<file path="src/rtl/dmem_arbiter.sv">
// Two-port round-robin arbiter for the single-port data memory, with bounded lock for RMW.
// Optional DMEM_ARB_PERF_EN adds conflict_cnt/force_cnt performance counters.
module dmem_arbiter #(
  parameter int AW       = 10,
  parameter int DW       = 32,
  parameter int MAX_LOCK = 4
) (
  input  logic          clk,
  input  logic          reset,
`ifdef DMEM_ARB_PERF_EN
  output logic [31:0]   conflict_cnt,
  output logic [15:0]   force_cnt,
`endif
  input  logic          req0,
  input  logic          req1,
  input  logic          we0,
  input  logic          we1,
  input  logic          lock0,
  input  logic          lock1,
  input  logic [AW-1:0] addr0,
  input  logic [AW-1:0] addr1,
  input  logic [DW-1:0] wdata0,
  input  logic [DW-1:0] wdata1,
  output logic          gnt0,
  output logic          gnt1,
  output logic          rvalid0,
  output logic          rvalid1,
  output logic [DW-1:0] rdata,
  output logic          mem_en,
  output logic          mem_we,
  output logic [AW-1:0] mem_addr,
  output logic [DW-1:0] mem_wdata,
  input  logic [DW-1:0] mem_rdata
);

  localparam int CW = (MAX_LOCK > 2) ? $clog2(MAX_LOCK) : 1;
  localparam logic [CW-1:0] LOCK_LIMIT = CW'(MAX_LOCK - 1);

  typedef enum logic [1:0] {
    OWN_NONE = 2'd0,
    OWN_P0   = 2'd1,
    OWN_P1   = 2'd2
  } owner_e;

  owner_e        owner_q, owner_d;
  logic [CW-1:0] lock_cnt_q, lock_cnt_d;
  logic          last_q, last_d;
  logic          rvalid0_q, rvalid0_d;
  logic          rvalid1_q, rvalid1_d;

  logic owner_hold, other_req, at_limit, force_ho;
  logic sel0, sel1;

  // Grant selection: a held lock beats round-robin until it has run MAX_LOCK cycles.
  always_comb begin
    owner_hold = ((owner_q == OWN_P0) && req0) || ((owner_q == OWN_P1) && req1);
    other_req  = (owner_q == OWN_P0) ? req1 : req0;
    at_limit   = (lock_cnt_q == LOCK_LIMIT);
    force_ho   = owner_hold && at_limit && other_req;
    sel0       = 1'b0;
    sel1       = 1'b0;
    if (force_ho) begin
      sel0 = (owner_q == OWN_P1);
      sel1 = (owner_q == OWN_P0);
    end else if (owner_hold) begin
      sel0 = (owner_q == OWN_P0);
      sel1 = (owner_q == OWN_P1);
    end else if (req0 && req1) begin
      sel0 = last_q;
      sel1 = !last_q;
    end else begin
      sel0 = req0;
      sel1 = req1;
    end
  end

  // lock_cnt restarts at 0 on a fresh acquisition, so the limit means MAX_LOCK grants.
  always_comb begin
    last_d     = last_q;
    owner_d    = OWN_NONE;
    lock_cnt_d = '0;
    if (sel0) begin
      last_d = 1'b0;
      if (lock0) begin
        owner_d = OWN_P0;
        if (owner_q == OWN_P0)
          lock_cnt_d = at_limit ? lock_cnt_q : lock_cnt_q + 1'b1;
      end
    end else if (sel1) begin
      last_d = 1'b1;
      if (lock1) begin
        owner_d = OWN_P1;
        if (owner_q == OWN_P1)
          lock_cnt_d = at_limit ? lock_cnt_q : lock_cnt_q + 1'b1;
      end
    end
    rvalid0_d = sel0 && !we0;
    rvalid1_d = sel1 && !we1;
  end

  always_ff @(posedge clk or negedge reset) begin
    if (!reset) begin
      owner_q    <= OWN_NONE;
      lock_cnt_q <= '0;
      last_q     <= 1'b1;
      rvalid0_q  <= 1'b0;
      rvalid1_q  <= 1'b0;
    end else begin
      owner_q    <= owner_d;
      lock_cnt_q <= lock_cnt_d;
      last_q     <= last_d;
      rvalid0_q  <= rvalid0_d;
      rvalid1_q  <= rvalid1_d;
    end
  end

  always_comb begin
    mem_we    = 1'b0;
    mem_addr  = '0;
    mem_wdata = '0;
    if (sel0) begin
      mem_we    = we0;
      mem_addr  = addr0;
      mem_wdata = wdata0;
    end else if (sel1) begin
      mem_we    = we1;
      mem_addr  = addr1;
      mem_wdata = wdata1;
    end
  end

  assign gnt0    = sel0;
  assign gnt1    = sel1;
  assign mem_en  = sel0 | sel1;
  assign rvalid0 = rvalid0_q;
  assign rvalid1 = rvalid1_q;
  assign rdata   = mem_rdata;

`ifdef DMEM_ARB_PERF_EN
  logic [31:0] conflict_cnt_q, conflict_cnt_d;
  logic [15:0] force_cnt_q, force_cnt_d;

  always_comb begin
    conflict_cnt_d = conflict_cnt_q + {31'd0, (req0 & req1)};
    force_cnt_d    = force_cnt_q + {15'd0, force_ho};
  end

  always_ff @(posedge clk or negedge reset) begin
    if (!reset) begin
      conflict_cnt_q <= '0;
      force_cnt_q    <= '0;
    end else begin
      conflict_cnt_q <= conflict_cnt_d;
      force_cnt_q    <= force_cnt_d;
    end
  end

  assign conflict_cnt = conflict_cnt_q;
  assign force_cnt    = force_cnt_q;
`endif

endmodule

</file>
<file path="config.mk">
export PLATFORM = sky130hd
export DESIGN_NAME = dmem_arbiter
export DESIGN_NICKNAME = d
export VERILOG_FILES = /design/src/rtl/dmem_arbiter.sv
export SDC_FILE = /design/constraint.sdc
export NUM_CORES = 1
export LEC_CHECK = 0
export ABC_CLOCK_PERIOD_IN_PS = 3270
export CORE_MARGIN = 10
export CORE_UTILIZATION = 22
export CTS_BUF_LIST = sky130_fd_sc_hd__clkbuf_4 sky130_fd_sc_hd__clkbuf_8
export CTS_CLUSTER_DIAMETER = 150
export DETAILED_ROUTE_END_ITERATION = 12
export GPL_TIMING_DRIVEN = 0
export PLACE_DENSITY = 0.89
export REMOVE_ABC_BUFFERS = 1
export SYNTH_ARGS = -nofsm -noshare
export SYNTH_HDL_FRONTEND = slang
export SYNTH_SLANG_ARGS = --single-unit
</file>
<file path="constraint.sdc">
create_clock -name clk -period 3.27 [get_ports clk]
set_input_delay 0.4905 -clock clk [delete_from_list [all_inputs] [get_ports clk]]
set_output_delay 0.4905 -clock clk [all_outputs]
set_load 0.01 [all_outputs]
</file>
==> results of run 1 <==
-- state kept, by name, indices dropped and copies added, names as in the netlist --
register / cells
last_q: 1
lock_cnt_q: 2
rvalid0: 1
rvalid1: 1
owner_q: 2
-- routing by layer --
metal  global-route usage  vias to the layer above  part of all wire
li1                     -                      622                 -
met2                0.225                      105              0.46
met5               0.0128                        -                 0
met4               0.0202                        0            0.0030
met3               0.0981                        2              0.14
met1                0.161                      604              0.40
-- synthesized netlist by cell type --
cell,instances
sky130_fd_sc_hd__a211oi_4,1
sky130_fd_sc_hd__a21oi_1,2
sky130_fd_sc_hd__a22o_1,43
sky130_fd_sc_hd__a2bb2oi_1,1
sky130_fd_sc_hd__a31o_2,1
sky130_fd_sc_hd__a31oi_1,1
sky130_fd_sc_hd__and2_1,3
sky130_fd_sc_hd__and3_1,2
sky130_fd_sc_hd__buf_4,33
sky130_fd_sc_hd__buf_6,8
sky130_fd_sc_hd__dfrtp_1,6
sky130_fd_sc_hd__dfstp_2,1
sky130_fd_sc_hd__inv_1,2
sky130_fd_sc_hd__mux2_4,1
sky130_fd_sc_hd__nand2_1,3
sky130_fd_sc_hd__nor2_1,1
sky130_fd_sc_hd__nor2b_1,4
sky130_fd_sc_hd__nor3b_1,1
sky130_fd_sc_hd__o31a_1,1
sky130_fd_sc_hd__or2_2,1
sky130_fd_sc_hd__xnor2_1,1
-- what timing repair did --
item,CTS,global route
endpoints found under the setup margin,34,0
hold buffers,0,0
setup buffers,1,0
gates resized for setup,2,0
-- metrics by stage --
step | TNS [ns] | area, um^2 | setup WS [ns] | total power, W
detailed placement | -4.79 | 2220 | -0.206 | 0.000522
floorplan | 0 | 732 | 0.626 | 0.000246
finish | 0 | 2310 | 0.129 | 0.000656
global route | 0 | 2310 | 0.0388 | 0.000696
CTS | 0 | 2310 | 0.136 | 0.000665
global placement | -28.56 | 2210 | -0.673 | 0.000513
-- logic make-up (layout without fill, tap and decap cells) --
kind of cell	count (synthesis)	after routing
xor+xnor	1	1
buf+inv	43	147
mux	1	1
flops	7	7
compound gates	50	51
simple gates	15	15
-- power by group through the flow --
stage               Combinational [W]  Clock (W)  Sequential, W
floorplan                    0.000145          0       0.000100
global placement             0.000414          0      0.0000997
detailed placement           0.000421          0       0.000100
CTS                          0.000435   0.000131      0.0000993
global route                 0.000458   0.000138       0.000100
finish                       0.000429   0.000127      0.0000994
-- path summary, 6_finish.rpt --
check,endpoint,depth (start not counted),from,slack [ns]
max in group asynchronous,last_q,1,reset,2.47
worst min-delay path,lock_cnt_q[0],1,lock_cnt_q[0],0.47
min in group asynchronous,owner_q[0],1,reset,0.52
worst max register to register,owner_q[0],4,owner_q[1],1.49
worst min register to register,lock_cnt_q[0],1,lock_cnt_q[0],0.47
worst max-delay path,mem_wdata[19],5,req0,0.13
-- area by class of cell --
type | instances | area share
clock buffer | 4 | 0.0211
inverter | 2 | 0.00325
multi-input combinational | 68 | 0.250
sequential | 7 | 0.0765
tap | 67 | 0.0363
timing repair buffer | 141 | 0.613
==> flow_results.xml, run 1 <==
<?xml version="1.0" encoding="UTF-8"?>
<metrics>
  <group name="clocking">
    <metric name="cts_root_buffer" unit="">sky130_fd_sc_hd__clkbuf_8</metric>
    <metric name="cts_h_tree_lvls" unit="">1</metric>
    <metric name="maximum_buffer_depth_of_the_clock_tree" unit="">2</metric>
    <metric name="clk_latency" unit="ns">0.22</metric>
    <metric name="cts_inserted_buffers" unit="">3</metric>
    <metric name="clock_tree_from_tritoncts" unit="">built</metric>
    <metric name="clk_pin_slew_worst_paths" unit="ns">0.04</metric>
    <metric name="clock_net_sink_count" unit="">7</metric>
  </group>
  <group name="final_layout">
    <metric name="finalCoreUtilization" unit="">0.488</metric>
    <metric name="layout-drive-gt1-share" unit="">0.0586</metric>
    <metric name="instances_no_fill" unit="">289</metric>
    <metric name="layout-area-overhead-vs-synth" unit="%">116</metric>
    <metric name="num-fill-cells" unit="">442</metric>
    <metric name="multi_input_area" unit="um^2">577</metric>
    <metric name="layout.cells.most_common" unit="">sky130_fd_sc_hd__clkdlybuf4s50_1</metric>
    <metric name="layout_common_cells" unit="">sky130_fd_sc_hd__clkdlybuf4s50_1, sky130_fd_sc_hd__a22o_1, sky130_fd_sc_hd__dfrtp_1</metric>
    <metric name="layout.area.seq" unit="um^2">176</metric>
    <metric name="num_antenna_cells" unit="">0</metric>
    <metric name="design.final.nets" unit="">347</metric>
  </group>
  <group name="routing">
    <metric name="drc_errors" unit="">0</metric>
    <metric name="vias" unit="">1333</metric>
    <metric name="drt_pass1_iterations" unit="">4</metric>
    <metric name="drt.antenna.violating_nets" unit="">0</metric>
    <metric name="totalWireLength" unit="um">6400</metric>
    <metric name="routedWlPerCell" unit="um">22.1</metric>
    <metric name="dr.first_iter.drc_count" unit="">31</metric>
    <metric name="vias_cell" unit="">4.61</metric>
  </group>
  <group name="global_routing">
    <metric name="total_global_routing_track_utilization" unit="">0.144</metric>
    <metric name="overflow" unit="">0</metric>
    <metric name="grt_max_degree" unit="">47</metric>
    <metric name="antenna_found_initial" unit="">0</metric>
    <metric name="grt_first_pass_wirelength" unit="um">9260</metric>
    <metric name="number_of_global_route_vias_before_repair" unit="">1523</metric>
  </group>
  <group name="synth">
    <metric name="synthSimpleGateAreaFrac" unit="">0.0795</metric>
    <metric name="synth_compound_gate_area_share" unit="">0.411</metric>
    <metric name="seq_area_frac_synth" unit="">0.165</metric>
    <metric name="largest_family_of_logic_cells_by_synthesized_area" unit="">compound AO/OA/AOI/OAI gates</metric>
    <metric name="muxShareOfSynthArea" unit="">0.0140</metric>
    <metric name="synthDominantAreaCellType" unit="">sky130_fd_sc_hd__a22o_1</metric>
    <metric name="synth_area" unit="um^2">1070</metric>
    <metric name="yosys.area_share.xor_xnor" unit="">0.00819</metric>
    <metric name="number_of_synthesized_register_bits" unit="">7</metric>
    <metric name="ys_warn_count" unit="">0</metric>
    <metric name="synthAdderAreaFrac" unit="">0</metric>
    <metric name="netlist.area_leader.share" unit="">0.352</metric>
    <metric name="avgSynthCellArea" unit="um^2">9.14</metric>
    <metric name="synthDistinctLibCells" unit="">21</metric>
    <metric name="ranking_of_synthesized_cells_by_area" unit="">sky130_fd_sc_hd__a22o_1, sky130_fd_sc_hd__buf_4, sky130_fd_sc_hd__dfrtp_1</metric>
    <metric name="syn_inst" unit="">117</metric>
  </group>
  <group name="die">
    <metric name="design.die.area" unit="um^2">8050</metric>
    <metric name="start_util" unit="">0.226</metric>
    <metric name="core_area" unit="um^2">4720</metric>
    <metric name="die-width" unit="um">89.7</metric>
    <metric name="chipHeight" unit="um">89.7</metric>
    <metric name="core.rowCount" unit="">25</metric>
    <metric name="number_of_top_level_pins" unit="">204</metric>
  </group>
  <group name="place">
    <metric name="placed_cells" unit="">283</metric>
    <metric name="detailed_placement_wirelength_estimate" unit="um">5330</metric>
    <metric name="gp_weighted_congestion" unit="">0.695</metric>
    <metric name="port_buffers" unit="">139</metric>
  </group>
  <group name="setup_path">
    <metric name="master_of_the_slowest_instance_on_the_critical_path" unit="">sky130_fd_sc_hd__clkdlybuf4s50_1</metric>
    <metric name="cp.arrival" unit="ns">2.65</metric>
    <metric name="setup.worst_path.start_class" unit="">input port</metric>
    <metric name="worst_setup_path_end_kind" unit="">output port</metric>
    <metric name="critical-path-top-delay-family" unit="">buffers and inverters</metric>
    <metric name="critPathKind" unit="">input port to output port</metric>
    <metric name="crit_top_cell" unit="">sky130_fd_sc_hd__clkdlybuf4s50_1</metric>
    <metric name="critical_path_buf_inv_count" unit="">2</metric>
    <metric name="max_stage_delay" unit="ns">0.61</metric>
    <metric name="cp_data_required_time" unit="ns">2.78</metric>
    <metric name="path_cells" unit="">clkdlybuf4s50_1 -&gt; and3_1 -&gt; a211oi_4 -&gt; a22o_1 -&gt; clkdlybuf4s50_1</metric>
    <metric name="critical_path.max_fanout" unit="">10</metric>
  </group>
  <group name="power_and_ir_drop">
    <metric name="cellPowerDensity" unit="nW/um^2">284</metric>
    <metric name="power.share.switching" unit="">0.298</metric>
    <metric name="sequential_group_share_of_total_power" unit="">0.152</metric>
    <metric name="power_switching" unit="W">0.000196</metric>
    <metric name="max-vdd-ir-drop" unit="V">0.000117</metric>
    <metric name="pwr-share-clk" unit="">0.194</metric>
    <metric name="comb_power_share" unit="">0.655</metric>
    <metric name="internal_power" unit="W">0.000460</metric>
    <metric name="power_leakage" unit="nW">0.918</metric>
  </group>
  <group name="timing">
    <metric name="worst-slew-pin-transition" unit="ns">0.542</metric>
    <metric name="max-slew-margin-rel" unit="">0.638</metric>
    <metric name="final.period_utilization" unit="">0.960</metric>
    <metric name="hold_slack" unit="ns">0.473</metric>
    <metric name="setup_repair_after_global_routing_missed_its_margin" unit="">no</metric>
    <metric name="maxSlewViolCount" unit="">0</metric>
    <metric name="final_hold_viol_count" unit="">0</metric>
    <metric name="fmax" unit="GHz">0.318</metric>
    <metric name="final.min_clock_period" unit="ns">3.14</metric>
    <metric name="final-setup-viol-count" unit="">0</metric>
    <metric name="clock-skew-final" unit="ns">0.00364</metric>
  </group>
  <group name="flow_run">
    <metric name="maxCapViolCount" unit="">0</metric>
  </group>
  <group name="worst_hold_path">
    <metric name="hp-class" unit="">register to register</metric>
  </group>
  <group name="outcome">
    <metric name="outcome" unit="">completed</metric>
  </group>
</metrics>
Power figures use the tool's default switching activity.
==> run 2, diff against run 1 <==
CORE_ASPECT_RATIO = 0.6   (was default)
SETUP_SLACK_MARGIN = 0.05   (was default)
==> run 2 against run 1 <==
Compared with the run above: global-route usage is 0.97 points higher; critical endpoint is now mem_wdata[29]; worst hold slack improved by 0.017 ns; setup slack improved by 0.12 ns; sequential power is essentially flat; critical path type unchanged; final cell count shrank 1.4%.
==> flow_results.xml, run 2 (synthesis gave the netlist of run 1 again) <==
<?xml version="1.0" encoding="UTF-8"?>
<metrics>
  <group name="die">
    <metric name="start_util" unit="">0.231</metric>
    <metric name="design.die.area" unit="um^2">8140</metric>
    <metric name="chipHeight" unit="um">74.0</metric>
    <metric name="die-width" unit="um">110</metric>
    <metric name="number_of_top_level_pins" unit="">204</metric>
    <metric name="core_area" unit="um^2">4640</metric>
    <metric name="core.rowCount" unit="">19</metric>
  </group>
  <group name="global_routing">
    <metric name="overflow" unit="">0</metric>
    <metric name="antenna_found_initial" unit="">0</metric>
    <metric name="total_global_routing_track_utilization" unit="">0.154</metric>
    <metric name="grt_first_pass_wirelength" unit="um">9450</metric>
    <metric name="grt_max_degree" unit="">47</metric>
    <metric name="number_of_global_route_vias_before_repair" unit="">1560</metric>
  </group>
  <group name="routing">
    <metric name="drc_errors" unit="">0</metric>
    <metric name="drt.antenna.violating_nets" unit="">0</metric>
    <metric name="totalWireLength" unit="um">6810</metric>
    <metric name="vias" unit="">1347</metric>
    <metric name="drt_pass1_iterations" unit="">4</metric>
    <metric name="vias_cell" unit="">4.73</metric>
    <metric name="routedWlPerCell" unit="um">23.9</metric>
    <metric name="dr.first_iter.drc_count" unit="">59</metric>
  </group>
  <group name="power_and_ir_drop">
    <metric name="sequential_group_share_of_total_power" unit="">0.151</metric>
    <metric name="power.share.switching" unit="">0.298</metric>
    <metric name="pwr-share-clk" unit="">0.195</metric>
    <metric name="comb_power_share" unit="">0.654</metric>
    <metric name="power_leakage" unit="nW">0.922</metric>
    <metric name="internal_power" unit="W">0.000462</metric>
    <metric name="power_switching" unit="W">0.000197</metric>
    <metric name="max-vdd-ir-drop" unit="V">0.000141</metric>
    <metric name="total_power" unit="W">0.000659</metric>
    <metric name="cellPowerDensity" unit="nW/um^2">287</metric>
  </group>
  <group name="timing">
    <metric name="final.period_utilization" unit="">0.925</metric>
    <metric name="clock-skew-final" unit="ns">0.000837</metric>
    <metric name="maxSlewViolCount" unit="">0</metric>
    <metric name="final.min_clock_period" unit="ns">3.02</metric>
    <metric name="final_hold_viol_count" unit="">0</metric>
    <metric name="worst-slew-pin-transition" unit="ns">0.490</metric>
    <metric name="final-setup-viol-count" unit="">0</metric>
    <metric name="setup_repair_after_global_routing_missed_its_margin" unit="">no</metric>
    <metric name="fmax" unit="GHz">0.331</metric>
    <metric name="max-slew-margin-rel" unit="">0.673</metric>
  </group>
  <group name="clocking">
    <metric name="maximum_buffer_depth_of_the_clock_tree" unit="">2</metric>
    <metric name="clk_latency" unit="ns">0.22</metric>
    <metric name="cts_root_buffer" unit="">sky130_fd_sc_hd__clkbuf_8</metric>
    <metric name="clock_net_sink_count" unit="">7</metric>
    <metric name="clock_tree_from_tritoncts" unit="">built</metric>
    <metric name="clk_pin_slew_worst_paths" unit="ns">0.04</metric>
    <metric name="cts_h_tree_lvls" unit="">1</metric>
    <metric name="cts_inserted_buffers" unit="">3</metric>
  </group>
  <group name="final_layout">
    <metric name="instances_no_fill" unit="">285</metric>
    <metric name="final_standard_cell_area_without_fillers" unit="um^2">2300</metric>
    <metric name="finalCoreUtilization" unit="">0.496</metric>
    <metric name="layout.cells.most_common" unit="">sky130_fd_sc_hd__clkdlybuf4s50_1</metric>
    <metric name="design.final.nets" unit="">347</metric>
    <metric name="num_antenna_cells" unit="">0</metric>
    <metric name="reg_top3" unit="">lock_cnt_q x2, owner_q x2</metric>
    <metric name="num-fill-cells" unit="">421</metric>
    <metric name="layout-drive-gt1-share" unit="">0.0586</metric>
    <metric name="layout.area.seq" unit="um^2">176</metric>
    <metric name="layout_common_cells" unit="">sky130_fd_sc_hd__clkdlybuf4s50_1, sky130_fd_sc_hd__a22o_1, sky130_fd_sc_hd__dfrtp_1</metric>
    <metric name="multi_input_area" unit="um^2">557</metric>
    <metric name="layout-area-overhead-vs-synth" unit="%">115</metric>
  </group>
  <group name="place">
    <metric name="port_buffers" unit="">139</metric>
    <metric name="placed_cells" unit="">280</metric>
    <metric name="dpl-instance-area" unit="um^2">2230</metric>
    <metric name="gp_weighted_congestion" unit="">0.824</metric>
    <metric name="detailed_placement_wirelength_estimate" unit="um">5930</metric>
  </group>
  <group name="setup_path">
    <metric name="critPathKind" unit="">input port to output port</metric>
    <metric name="timing.reg2reg.worst_path_depth" unit="">4</metric>
    <metric name="critical-path-top-delay-family" unit="">buffers and inverters</metric>
    <metric name="master_of_the_slowest_instance_on_the_critical_path" unit="">sky130_fd_sc_hd__clkdlybuf4s50_1</metric>
    <metric name="worst_setup_path_end_kind" unit="">output port</metric>
    <metric name="critical_path.max_fanout" unit="">22</metric>
    <metric name="cp.arrival" unit="ns">2.53</metric>
    <metric name="timing.critical_path.depth" unit="">6</metric>
    <metric name="setup.worst_path.start_class" unit="">input port</metric>
    <metric name="critical_path_buf_inv_count" unit="">3</metric>
    <metric name="max_stage_delay" unit="ns">0.55</metric>
    <metric name="crit_top_cell" unit="">sky130_fd_sc_hd__clkdlybuf4s50_1</metric>
    <metric name="cp_data_required_time" unit="ns">2.78</metric>
    <metric name="path_cells" unit="">clkdlybuf4s50_1 -&gt; and3_1 -&gt; a211oi_4 -&gt; buf_8 -&gt; a22o_1 -&gt; clkdlybuf4s50_1</metric>
  </group>
  <group name="worst_hold_path">
    <metric name="worstHoldPathCells" unit="">1</metric>
    <metric name="hp-class" unit="">register to register</metric>
  </group>
  <group name="outcome">
    <metric name="outcome" unit="">completed</metric>
  </group>
  <group name="flow_run">
    <metric name="maxCapViolCount" unit="">0</metric>
  </group>
</metrics>
-- run 2: cell count changes in the layout (fill, tap and decap cells not counted) --
| cell | delta |
|---|---|
| sky130_fd_sc_hd__a211oi_4 | -1 |
| sky130_fd_sc_hd__buf_8 | +1 |
-- run 2: routing by layer --
| layer | share of wire | global-route usage |
|---|---|---|
| met5 | 0 | 0 |
| met4 | 0.0081 | 0.0273 |
| met3 | 0.15 | 0.116 |
| met2 | 0.47 | 0.225 |
| met1 | 0.38 | 0.178 |
-- run 2: layout make-up --
type,instances,area share
clock buffer,4,0.0212
inverter,2,0.00327
multi-input combinational,67,0.242
sequential,7,0.0768
tap,63,0.0343
timing repair buffer,142,0.622
-- run 2: final timing paths --
check	from	slack, ns	end
min in group asynchronous	reset	0.53	owner_q[1]
worst max register to register	owner_q[0]	1.52	owner_q[0]
worst min-delay path	lock_cnt_q[0]	0.49	lock_cnt_q[0]
worst max-delay path	req0	0.25	mem_wdata[29]
worst min register to register	lock_cnt_q[0]	0.49	lock_cnt_q[0]
max in group asynchronous	reset	2.46	last_q
-- run 2: worst register-to-register path, delay by kind of cell, from the launching register on --
family           cells  cell delay (ns)
multiplexers         1             0.30
AND/OR/NAND/NOR      2             0.42
flip-flops           1             0.39
AO/OA/AOI/OAI        1             0.52
-- run 2: power groups by stage --
| stage | registers (W) | clock network [W] | logic, W |
|---|---|---|---|
| after floorplan | 0.000100 | 0 | 0.000145 |
| after global placement | 0.0000998 | 0 | 0.000417 |
| after detailed placement | 0.000100 | 0 | 0.000430 |
| after CTS | 0.0000993 | 0.000132 | 0.000435 |
| after global routing | 0.000100 | 0.000138 | 0.000459 |
| final | 0.0000994 | 0.000128 | 0.000431 |
-- run 2: metrics by stage --
stage | worst slack (ns) | TNS (ns) | hold WS [ns]
6_report | 0.245 | 0 | 0.489
5_1_grt | 0.152 | 0 | 0.534
4_1_cts | 0.0817 | 0 | 0.498
3_5_place_dp | 0.0354 | 0 | 0.493
3_3_place_gp | -0.711 | -29.80 | 0.462
2_1_floorplan | 0.626 | 0 | 0.195
-- run 2: timing repair --
action	4_1_cts	5_1_grt
resized for setup	1	0
hold buffers	0	0
buffers inserted	0	1
pin swaps	0	1
cloned	0	0
setup endpoints to repair	20	38
